File: src/rtl/song_sequencer.sv
// -----------------------------------------------------------------------------
// song_sequencer
//
// Row-based pattern sequencer. Each rising edge of the song tick steps one row
// through an external synchronous note ROM and updates the per-channel note
// numbers, gates and trigger strobes that drive the voice/envelope stages.
//
// Per-channel note codes in a ROM row:
//   0      hold      note and gate unchanged
//   1      off       gate dropped, note kept
//   >= 2   note-on   note updated; gate rises with a one-cycle trig. If the
//                    gate was already high and RETRIG_GAP > 0, the gate is
//                    first held low for RETRIG_GAP cycles so the envelope
//                    sees a fresh attack.
//
// Ports:
//   clk        system clock
//   rst        synchronous active-high reset
//   run        level: 1 = play, 0 = stop and rewind to row 0
//   tick       raw song tick, synchronous to clk; rising edge advances a row
//   rom_addr   row address to the note ROM (registered, = row pointer)
//   rom_data   row data, valid one clk after rom_addr; channel c at
//              [c*NOTE_BITS +: NOTE_BITS]
//   note       current note number per channel, same packing as rom_data
//   gate       per-channel gate to the envelope generators
//   trig       one-cycle pulse per channel, coincident with gate rising
//   row        index of the most recently applied row
//   bar_start  one-cycle pulse when the applied row starts a bar
// -----------------------------------------------------------------------------
module song_sequencer #(
   parameter  int CHANNELS     = 3,
   parameter  int NOTE_BITS    = 7,
   parameter  int ROWS_PER_BAR = 8,
   parameter  int NUM_BARS     = 4,
   parameter  int RETRIG_GAP   = 16,
   localparam int TOTAL_ROWS   = ROWS_PER_BAR * NUM_BARS,
   localparam int ADDR_BITS    = (TOTAL_ROWS > 1) ? $clog2(TOTAL_ROWS) : 1
) (
   input  logic                          clk,
   input  logic                          rst,
   input  logic                          run,
   input  logic                          tick,
   output logic [ADDR_BITS-1:0]          rom_addr,
   input  logic [CHANNELS*NOTE_BITS-1:0] rom_data,
   output logic [CHANNELS*NOTE_BITS-1:0] note,
   output logic [CHANNELS-1:0]           gate,
   output logic [CHANNELS-1:0]           trig,
   output logic [ADDR_BITS-1:0]          row,
   output logic                          bar_start
);

   localparam int GAP_BITS = (RETRIG_GAP > 1) ? $clog2(RETRIG_GAP) : 1;
   localparam bit HAS_GAP  = (RETRIG_GAP > 0);

   // Gap counter runs 0 .. RETRIG_GAP-1 while in GAP; the last value is the
   // edge at which retriggered gates come back up.
   localparam logic [GAP_BITS-1:0]  GAP_LAST = GAP_BITS'((RETRIG_GAP > 0) ? RETRIG_GAP - 1 : 0);
   localparam logic [ADDR_BITS-1:0] LAST_ROW = ADDR_BITS'(TOTAL_ROWS - 1);
   localparam logic [NOTE_BITS-1:0] CODE_OFF = NOTE_BITS'(1);

   typedef enum logic [1:0] {
      IDLE  = 2'd0,
      WAIT  = 2'd1,
      APPLY = 2'd2,
      GAP   = 2'd3
   } state_t;

   state_t                        state, state_n;
   logic [ADDR_BITS-1:0]          row_ptr, row_ptr_n;
   logic                          pending, pending_n;
   logic [GAP_BITS-1:0]           gap_cnt, gap_cnt_n;
   logic [CHANNELS-1:0]           retrig_mask, retrig_mask_n;
   logic                          tick_q;
   logic                          tick_rise;

   logic [CHANNELS*NOTE_BITS-1:0] note_n;
   logic [CHANNELS-1:0]           gate_n;
   logic [CHANNELS-1:0]           trig_n;
   logic [ADDR_BITS-1:0]          row_n;
   logic                          bar_start_n;

   logic [NOTE_BITS-1:0]          row_code [CHANNELS];
   logic [CHANNELS-1:0]           retrig_hit;

   assign tick_rise = tick & ~tick_q;
   assign rom_addr  = row_ptr;

   // Unpack the ROM row and flag channels that need a gap before re-gating:
   // note-on arriving while that channel's gate is already high.
   always_comb begin
      retrig_hit = '0;
      for (int c = 0; c < CHANNELS; c++) begin
         row_code[c]   = rom_data[c*NOTE_BITS +: NOTE_BITS];
         retrig_hit[c] = HAS_GAP && (row_code[c] > CODE_OFF) && gate[c];
      end
   end

   // -------------------------------------------------------------------------
   // State and output registers
   // -------------------------------------------------------------------------
   always_ff @(posedge clk) begin
      if (rst) begin
         state       <= IDLE;
         row_ptr     <= '0;
         pending     <= 1'b0;
         gap_cnt     <= '0;
         retrig_mask <= '0;
         tick_q      <= 1'b0;
         note        <= '0;
         gate        <= '0;
         trig        <= '0;
         row         <= '0;
         bar_start   <= 1'b0;
      end else begin
         state       <= state_n;
         row_ptr     <= row_ptr_n;
         pending     <= pending_n;
         gap_cnt     <= gap_cnt_n;
         retrig_mask <= retrig_mask_n;
         tick_q      <= tick;
         note        <= note_n;
         gate        <= gate_n;
         trig        <= trig_n;
         row         <= row_n;
         bar_start   <= bar_start_n;
      end
   end

   // -------------------------------------------------------------------------
   // Next-state and next-output logic
   // -------------------------------------------------------------------------
   always_comb begin
      state_n       = state;
      row_ptr_n     = row_ptr;
      pending_n     = pending;
      gap_cnt_n     = gap_cnt;
      retrig_mask_n = retrig_mask;
      note_n        = note;
      gate_n        = gate;
      trig_n        = '0;
      row_n         = row;
      bar_start_n   = 1'b0;

      if (!run) begin
         // Stop and rewind from any state; note and row keep their last value.
         state_n       = IDLE;
         row_ptr_n     = '0;
         pending_n     = 1'b0;
         gap_cnt_n     = '0;
         retrig_mask_n = '0;
         gate_n        = '0;
      end else begin
         // A tick arriving while a row is in flight is remembered once; any
         // further ticks before it is serviced are lost.
         if (tick_rise && (state != IDLE)) begin
            pending_n = 1'b1;
         end

         case (state)
            IDLE: begin
               if (tick_rise || pending) begin
                  state_n   = WAIT;
                  pending_n = 1'b0;
               end
            end

            // rom_addr has been stable since IDLE; this cycle covers the
            // ROM's one-clock read latency.
            WAIT: begin
               state_n = APPLY;
            end

            APPLY: begin
               for (int c = 0; c < CHANNELS; c++) begin
                  if (row_code[c] > CODE_OFF) begin
                     note_n[c*NOTE_BITS +: NOTE_BITS] = row_code[c];
                     if (retrig_hit[c]) begin
                        gate_n[c] = 1'b0;
                     end else begin
                        gate_n[c] = 1'b1;
                        trig_n[c] = 1'b1;
                     end
                  end else if (row_code[c] == CODE_OFF) begin
                     gate_n[c] = 1'b0;
                  end
               end

               row_n       = row_ptr;
               row_ptr_n   = (row_ptr == LAST_ROW) ? '0 : row_ptr + 1'b1;
               bar_start_n = ((int'(row_ptr) % ROWS_PER_BAR) == 0);

               retrig_mask_n = retrig_hit;
               gap_cnt_n     = '0;
               state_n       = (|retrig_hit) ? GAP : IDLE;
            end

            GAP: begin
               if (gap_cnt == GAP_LAST) begin
                  gate_n        = gate | retrig_mask;
                  trig_n        = retrig_mask;
                  retrig_mask_n = '0;
                  gap_cnt_n     = '0;
                  state_n       = IDLE;
               end else begin
                  gap_cnt_n = gap_cnt + 1'b1;
               end
            end

            default: begin
               state_n = IDLE;
            end
         endcase
      end
   end

endmodule

File: config.mk
export PLATFORM = sky130hd
export DESIGN_NAME = song_sequencer
export DESIGN_NICKNAME = d
export VERILOG_FILES = /design/src/rtl/song_sequencer.sv
export SDC_FILE = /design/constraint.sdc
export NUM_CORES = 1
export LEC_CHECK = 0
export CAP_MARGIN = 0
export CORE_ASPECT_RATIO = 1.5
export CORE_MARGIN = 2
export CORE_UTILIZATION = 49
export DETAILED_ROUTE_END_ITERATION = 10
export PLACE_DENSITY = 0.83
export SYNTH_ARGS = -nofsm -noshare
export SYNTH_HDL_FRONTEND = slang
export SYNTH_SLANG_ARGS = --single-unit
File: constraint.sdc
create_clock -name clk -period 4.1 [get_ports clk]
set_input_delay 1.23 -clock clk [delete_from_list [all_inputs] [get_ports clk]]
set_output_delay 1.23 -clock clk [all_outputs]
set_load 0.1 [all_outputs]
* Word-level counts from Yosys, hierarchy flattened *
Cells that the tools add are included.

word-level totals
  register bits = 49
  input port bits = 25
  output and inout bits = 38
  logic and storage cells = 87

operators by class
  add/sub/neg operators = 2
  order comparisons = 3
  equal/unequal tests = 13
  multiplexer cells = 28
  bitwise operators = 5
  reduce and logical (&&, ||, !) cells = 21

operators with widths
  kind                                                                    count
  32-bit zero test                                                        1
  7-bit by 1-bit equality test with 1-bit output (second input constant)  3
  7-bit by 1-bit > comparator with 1-bit output (second input constant)   3
  3-bit case mux with 2 select lines                                      3
  3-bit AND reduction                                                     6
  1-bit two-way mux                                                       15
  3-bit two-way mux                                                       3
  3-bit inequality test (second input constant)                           3
  2-bit case mux with 4 select lines                                      1
  4-bit case mux with 2 select lines                                      1
  2-bit two-way mux                                                       3
  2-bit AND reduction                                                     3
  3-bit OR reduction                                                      2
  5-bit by 1-bit adder with 5-bit output (second input constant)          1
  5-bit equality test (second input constant)                             1
  5-bit two-way mux                                                       1
  4-bit by 1-bit adder with 4-bit output (second input constant)          1
  2-bit equality test (second input constant)                             2
  4-bit equality test (second input constant)                             1
  1-bit logical AND                                                       4
  4-bit two-way mux                                                       1
  2-bit inequality test (second input constant)                           2
  2-bit nonzero test                                                      2
  1-bit NOT                                                               3
  other kinds (6)                                                         6

* Logic depth before layout (Yosys ltp) *
Gate-level depths: netlist of run 1.

  depth after elaboration = 6
  gate-level depth with buffers = 6
  gate-level depth less buffers = 6

* Worst setup path before layout of run 1 *
OpenSTA, ideal clock, no wires.

  kind = input-to-reg
  start point = input port rom_data[13]
  end point = register state[0]
  setup time = 132 ps
  data arrival time = 2473 ps
  path slack = 1494 ps
  cell stages on the path = 4
  path buffers = 0
  path through = or4_4 -> o311a_4 -> a2111oi_2 -> o32ai_1

between the ends
  longest elaborated chain between the ends = 5

ends and longest elaborated chain
  what                                           RTL line  RTL
  from (decl)                                    44        input logic [CHANNELS*NOTE_BITS-1:0] rom_data,
  7-bit by 1-bit > comparator with 1-bit output  94        retrig_hit[c] = HAS_GAP && (row_code[c] > CODE_OFF) && gate[c];
  1-bit logical AND                              94
  3-bit OR reduction                             194       state_n = (|retrig_hit) ? GAP : IDLE;
  2-bit two-way mux                              194
  2-bit case mux with 4 select lines             159       case (state)
  to (signal assigned)                           115       state <= state_n;
  to (decl)                                      68        state_t state, state_n;

Every way passes these cells.
A chain may end at the register's enable or synchronous reset.

* Worst setup path after layout of run 1 *
  start point = register row_ptr[1], in the netlist rom_addr[1]
  end point = output port rom_addr[1]

RTL lines
  what                    RTL line  RTL
  from (decl)             69        logic [ADDR_BITS-1:0] row_ptr, row_ptr_n;
  from (signal assigned)  116       row_ptr <= row_ptr_n;
  to (decl)               43        output logic [ADDR_BITS-1:0] rom_addr,

No word-level cell between the ends.

==> metrics.cfg, run 1 <==
[outcome]
status = completed

[timing]
setup_violations = 0
fin_skew_ps = 7.45
setup_tns_ps = 0
whs_ps = 455
fmax_mhz = 312
fin_crit_sh_pct = 78.2
slew_headroom_pct = 33.8
final_max_slew_viol_count = 0
finalHoldViolations = 0
rsz0062_at_grt = no
layout_setup_ws_ps = 895
min_period_ps = 3210
worstMarginPinSlew_ps = 991

[finish]
layout-drive-gt1-share_pct = 7.32
final_nets = 315
num_antenna_cells = 0
synthToLayoutAreaGrowth_pct = 34.6
fillCellCount = 354
stdcell_count = 332
fin_area_um2 = 2730
fin_util_pct = 68.9

[die]
rows = 28
core_area_um2 = 3960
io_pins = 63
die-area_um2 = 4680
initial_core_util_pct = 51.2
die_h_um = 82.7
die_x_um = 56.5

[critical_path]
critical_path_class = register to primary output
critPathBufInv = 1
cp.arrival_ps = 1980
critPathMaxStageDelay_ps = 1190
startpoint_type = register
critPathSlowestCell = clkdlybuf4s50_1
worstSetupEndpointType = primary output
worst-path-max-fanout = 7
path_cells = clkdlybuf4s50_1
critPathTopFamily = buffers and inverters
worstPathRequired_ps = 2870

[drt]
drtIter0Drc = 28
route.detailed.wl_per_inst_um = 14.2
ant_nets = 0
first_pass_iters = 5
routed_wl_mm = 4.70
vias_per_cell = 5.54
drcViolationCount = 0
vias = 1840

[synth]
synth_edf_count = 0
postSynth.asyncResetShare_pct = 0
syn_area_per_cell_um2 = 8.96
synthesis.instances = 226
synthTopCellsByArea = dfxtp_1 (48%), nand2_1 (7.0%), a21oi_1 (6.7%), nor2_1 (4.1%), a22oi_1 (3.7%)
ys.warnings.count = 0
yosys.area.top_type_share_pct = 48.4
ys_top_cells_by_count = dfxtp_1 (49), nand2_1 (38), a21oi_1 (27)
syn-cell-area_um2 = 2030
synth.distinct_cells = 46
yosysMostFrequentCell = dfxtp_1
synth.largest_area_cell = dfxtp_1
seq_area_frac_synth_pct = 48.4
synth_flop_cell = dfxtp_1
ys_ff_latch = 49
synth_fp_nets = 255

[clocking]
cts_buffer_depth = 2
ctsHoldBuffers = 0
postCtsSetupRepairBufs = 0
worstSkewPairLatency_ps = 300
cts_tree = built
root_buffer = clkbuf_8
htreeDepth = 2
clk_pin_slew_ps = 90
cts_sinks = 49
numCtsBuffers = 5
post_cts_resize_count = 0

[pwr]
p_total_uw = 821
leakage_nw = 0.957
ir_worst_vdd_mv = 0.290
p_per_area_nw_per_um2 = 301

[placed_design]
place_ws_ps = 998
post_dp_cell_area_um2 = 2650
dp_cells = 324
hpwl_mm = 3.42
place_congestion = 0.810
io_buffers = 62

[worst_hold_path]
hold_path_class = register to register

[global_route]
grt_pass1_wl_mm = 7.70
track_usage_pct = 21.1
antenna_found_initial = 0
first_global_vias = 1717
grt_overflow = 0
grt_max_degree = 31

[job]
cap_violations = 0

report_power, final:
group	switching [mW]	internal (mW)	leakage, nW	total (mW)
clock network	0.152	0.121	0.0395	0.273
registers	0.00268	0.478	0.395	0.481
logic	0.0360	0.0306	0.522	0.0666
cell type report:
| class | instances | area (um^2) | share of cell area [%] |
|---|---|---|---|
| Inverter | 5 | 18.8 | 0.688 |
| Multi-Input combinational cell | 160 | 950 | 34.8 |
| Tap cell | 45 | 56.3 | 2.07 |
| Clock buffer | 8 | 80.1 | 2.94 |
| Timing Repair Buffer | 65 | 641 | 23.5 |
| Sequential cell | 49 | 981 | 36.0 |
routing by layer:
metal	vias to the layer above	track usage [%]	share of wire (%)
li1	919	-	-
met1	848	24.3	42
met2	61	36.0	50
met3	12	5.76	5.3
met4	0	10.0	2.8
met5	-	0	0
sequential cells by signal, indices dropped and copies added (netlist names):
name,count
trig,3
note,21
rom_addr,5
gate,3
bar_start,1
row,5
tick_q,1
retrig_mask,3
gap_cnt,4
pending,1
state,2
logic make-up (layout without fill, tap and decap cells):
group                    count (synthesis)  after routing  synth area share [%]
AO/OA/AOI/OAI                           59             59                  20.0
XOR/XNOR                                 1              1                 0.432
adder cells (fa/ha/maj)                  4              4                  2.47
buffers and inverters                   17             78                  4.69
flip-flops                              49             49                  48.4
multiplexers                             4              4                  1.98
AND/OR/NAND/NOR                         92             92                  22.0
placed cells by master (no fill, tap or decap), types with 5 or more instances in the layout:
cell              n
clkdlybuf4s50_1  61
nand2_1          38
a21oi_1          27
o21ai_0           6
nor3_1            6
inv_1             5
clkbuf_8          5
nor2_1           22
dfxtp_1          49
a22oi_1          10
final timing paths:
check / from / endpoint / slack (ps) / depth (start not counted)
min: note[12] / note[12] / 460 / 2
min reg2reg: note[12] / note[12] / 460 / 2
max reg2reg: state[1] / note[14] / 2280 / 4
max: rom_addr[1] / rom_addr[1] / 890 / 1
(Power assumes the default switching activity.)
==> run 2: changes to the inputs <==
--- a/config.mk
+++ b/config.mk
@@ -8,9 +8,9 @@
 export CAP_MARGIN = 0
 export CORE_ASPECT_RATIO = 1.5
 export CORE_MARGIN = 2
-export CORE_UTILIZATION = 49
+export CORE_UTILIZATION = 46
 export DETAILED_ROUTE_END_ITERATION = 10
-export PLACE_DENSITY = 0.83
+export PLACE_DENSITY = 0.79
 export SYNTH_ARGS = -nofsm -noshare
 export SYNTH_HDL_FRONTEND = slang
 export SYNTH_SLANG_ARGS = --single-unit
==> constraint.sdc (replaced) <==
create_clock -name clk -period 3.1 [get_ports clk]
set_input_delay 0.93 -clock clk [delete_from_list [all_inputs] [get_ports clk]]
set_output_delay 0.93 -clock clk [all_outputs]
set_load 0.1 [all_outputs]
==> metrics.cfg, run 2 (synthesis results as in run 1) <==
[timing]
setup_violations = 0
fin_crit_sh_pct = 79.9
slew_headroom_pct = 55.2
finalHoldViolations = 0
layout_setup_ws_ps = 624
min_period_ps = 2480
rsz0062_at_grt = no
setup_tns_ps = 0
fmax_mhz = 404
worstMarginPinSlew_ps = 671
final_max_slew_viol_count = 0
fin_skew_ps = 3.53

[outcome]
status = completed

[finish]
final_common_cell = dfxtp_1
final_nets = 317
stdcell_count = 335
layout-drive-gt1-share_pct = 21.8
fin_util_pct = 62.9
final_cell_mix = dfxtp_1 (49), buf_4 (43), nand2_1 (38)
regMostFlops = note
num_antenna_cells = 0
synthToLayoutAreaGrowth_pct = 31.9
largest_reg_flops = 21

[clocking]
root_buffer = clkbuf_8
clk_pin_slew_ps = 80
ctsHoldBuffers = 0
cts_buffer_depth = 2
postCtsSetupRepairBufs = 0
numCtsBuffers = 5
post_cts_resize_count = 0
cts_tree = built
htreeDepth = 2
cts_sinks = 49
worstSkewPairLatency_ps = 290

[job]
cap_violations = 0

[die]
die_x_um = 58.2
initial_core_util_pct = 47.7
die_h_um = 85.3
io_pins = 63
rows = 29
core_area_um2 = 4250
die-area_um2 = 4960

[critical_path]
r2r-end = gate[2]
reg2reg_depth = 5
regToRegStartpoint = gap_cnt[0]
cp.arrival_ps = 2650
critical_path_class = input pin to register
startpoint_type = input pin
worstPathRequired_ps = 3270
rrSetupSlack_ps = 1380
worstSetupEndpointType = register
worst-path-max-fanout = 3

[pwr]
p_sw_share_pct = 22.2
combPwrFrac_pct = 7.9
power_frac_clock_pct = 35.5
p_switching_uw = 250
seqPwrFrac_pct = 56.6
p_per_area_nw_per_um2 = 421
leakage_nw = 1.06
p_int_uw = 875
ir_worst_vdd_mv = 0.384

[placed_design]
dp_cells = 327
place_congestion = 0.797
hpwl_mm = 3.39
io_buffers = 62
place_ws_ps = 307

[drt]
vias_per_cell = 5.49
routed_wl_mm = 4.70
ant_nets = 0
vias = 1840
drcViolationCount = 0
drtIter0Drc = 61
first_pass_iters = 4
route.detailed.wl_per_inst_um = 14.0

[worst_hold_path]
min_path_cells = 2
hp-start = note[6]
hold_end = note[6]
hold_path_class = register to register

[global_route]
first_global_vias = 1692
antenna_found_initial = 0
grt_max_degree = 29
track_usage_pct = 20.2
grt_pass1_wl_mm = 7.93
grt_overflow = 0

## run 2: cell types whose count changed in the layout (fill, tap and decap cells not counted)
cell | previous run | this run
clkbuf_1 | 3 | 0
clkbuf_8 | 5 | 7
clkdlybuf4s50_1 | 61 | 24
clkinv_2 | 0 | 1
buf_4 | 4 | 43
## run 2: layer usage
layer / GRT usage (%) / wire length [um] / vias up
met2: 33.8 / 2430 / 48
met5: 0 / 0 / -
met3: 4.42 / 202 / 4
li1: - / - / 926
met4: 6.34 / 48 / 0
met1: 25.5 / 2030 / 862
## run 2: layout make-up
| type | instances | area [um^2] |
|---|---|---|
| clock buffer | 7 | 96.3 |
| clock inverter | 1 | 5.00 |
| fill | 372 | 1570 |
| sequential | 49 | 981 |
| tap | 46 | 57.6 |
| timing repair buffer | 67 | 563 |
| inverter | 5 | 18.8 |
| multi-input combinational | 160 | 950 |
## run 2: stage by stage
| step | instance area (um^2) | hold slack (ps) | total power, mW |
|---|---|---|---|
| detailed placement | 2570 | 452 | 0.739 |
| floorplan | 2030 | 453 | 0.693 |
| global placement | 2570 | 442 | 0.739 |
| global route | 2670 | 483 | 1.17 |
| CTS | 2670 | 464 | 1.14 |
| finish | 2670 | 460 | 1.12 |
## run 2: worst max-delay path: stages
cell and delay, ps:
clkdlybuf4s50_1 420, or4_4 580, o311a_4 340, a2111oi_2 270, o32ai_1 110
## run 2: how the worst max path moves through the flow
| stage | start | end | slack, ps |
|---|---|---|---|
| floorplan | rom_data[13] | state[0] | 790 |
| global placement | rom_data[13] | state[0] | 320 |
| detailed placement | rom_data[13] | state[0] | 310 |
| CTS | rom_data[13] | state[0] | 610 |
| global route | rom_data[13] | state[0] | 520 |
| finish | rom_data[13] | state[0] | 620 |
## run 2: power groups by stage
stage / sequential, mW / combinational (mW) / clock, mW
2_1_floorplan: 0.665 / 0.0279 / 0
3_3_place_gp: 0.651 / 0.0884 / 0
3_5_place_dp: 0.651 / 0.0887 / 0
4_1_cts: 0.636 / 0.0894 / 0.411
5_1_grt: 0.637 / 0.0959 / 0.442
6_report: 0.636 / 0.0889 / 0.400
==> run 3: changes to the inputs <==
==> constraint.sdc (replaced) <==
create_clock -name clk -period 2.43 [get_ports clk]
set_input_delay 0.729 -clock clk [delete_from_list [all_inputs] [get_ports clk]]
set_output_delay 0.729 -clock clk [all_outputs]
set_load 0.1 [all_outputs]
==> metrics.cfg, run 3 (synthesis results as in run 1) <==
[pwr]
combPwrFrac_pct = 8.4
p_int_mw = 1.06
p_switching_uw = 338
power_frac_clock_pct = 33.7
leakage_nw = 1.10
p_total_mw = 1.40
p_per_area_nw_per_um2 = 514
ir_worst_vdd_mv = 0.451
seqPwrFrac_pct = 57.9
p_sw_share_pct = 24.2

[finish]
regMostFlops = note
fin_util_pct = 64.2
fillCellCount = 366
layout-drive-gt1-share_pct = 24.1
final_common_cell = buf_4
largest_reg_flops = 21
num_antenna_cells = 0
synthToLayoutAreaGrowth_pct = 34.7
final_nets = 327
stdcell_count = 345
final_cell_mix = buf_4 (53), dfxtp_1 (49), nand2_1 (38)

[timing]
final_max_slew_viol_count = 0
rsz0062_at_grt = no
worstMarginPinSlew_ps = 451
fmax_mhz = 440
setup_violations = 0
slew_headroom_pct = 69.6
finalHoldViolations = 0
layout_setup_ws_ps = 156
setup_tns_ps = 0
fin_crit_sh_pct = 93.6
fin_skew_ps = 6.83
min_period_ps = 2270

[die]
core_area_um2 = 4250
initial_core_util_pct = 47.7
die_x_um = 58.2
die_h_um = 85.3
io_pins = 63
rows = 29
die-area_um2 = 4960

[placed_design]
place_congestion = 0.802
place_ws_ps = -181
io_buffers = 62
hpwl_mm = 3.58
dp_cells = 337

[global_route]
grt_overflow = 0
grt_max_degree = 18
antenna_found_initial = 0
first_global_vias = 1726
track_usage_pct = 20.4
grt_pass1_wl_mm = 7.88

[clocking]
numCtsBuffers = 5
cts_buffer_depth = 2
postCtsSetupRepairBufs = 0
cts_sinks = 49
cts_tree = built
root_buffer = clkbuf_8
htreeDepth = 2
worstSkewPairLatency_ps = 310
clk_pin_slew_ps = 90
ctsHoldBuffers = 0
post_cts_resize_count = 0

[critical_path]
critical_path_class = input pin to register
worst-path-max-fanout = 3
worstSetupEndpointType = register
reg2reg_depth = 5
worstPathRequired_ps = 2620
startpoint_type = input pin
cp.arrival_ps = 2460

[outcome]
status = completed

[worst_hold_path]
hold_path_class = register to register
min_path_cells = 2

[drt]
vias_per_cell = 5.39
drtIter0Drc = 38
drcViolationCount = 0
ant_nets = 0
vias = 1860
route.detailed.wl_per_inst_um = 13.6
first_pass_iters = 4
routed_wl_mm = 4.70

[job]
cap_violations = 0

-- run 3: routing by layer --
metal  share of wire (%)  up-vias  wire length, um  global-route usage (%)
li1                    -      938                -                       -
met1                  43      865             2010                    25.2
met2                  50       47             2370                    33.7
met3                 4.7       10              221                    4.57
met4                 2.0        0               92                    8.03
met5                   0        -                0                       0
-- run 3: stage by stage --
stage | cell area (um^2) | hold WS [ps]
3_3_place_gp | 2650 | 442
3_5_place_dp | 2650 | 448
4_1_cts | 2730 | 460
2_1_floorplan | 2030 | 453
5_1_grt | 2730 | 473
6_report | 2730 | 456
-- run 3: critical path, stage by stage --
cell and delay (ps):
clkdlybuf4s50_1 410, or4_4 580, o311a_4 340, a2111oi_2 270, o32ai_1 120
-- run 3: power groups by stage --
stage | logic, mW | clock network [mW] | registers (mW)
final | 0.118 | 0.472 | 0.811
after global routing | 0.128 | 0.511 | 0.813
after CTS | 0.119 | 0.478 | 0.811
after detailed placement | 0.118 | 0 | 0.830
after global placement | 0.117 | 0 | 0.830
after floorplan | 0.0356 | 0 | 0.848
-- run 3: layout make-up --
class | count | area (um^2) | area share [%]
flip-flops and latches | 49 | 981 | 36.0
multi-input cells | 160 | 950 | 34.8
repair buffers | 77 | 638 | 23.4
clock buffers | 6 | 72.6 | 2.66
well taps | 46 | 57.6 | 2.11
inverters | 5 | 18.8 | 0.688
clock inverters | 2 | 10.0 | 0.367
-- run 3: final timing paths --
path                              startpoint        to  slack, ps
worst max-delay path            rom_data[13]  state[0]        160
worst min-delay path                note[20]  note[20]        460
worst max register to register    gap_cnt[0]   gate[2]        750
worst min register to register      note[20]  note[20]        460
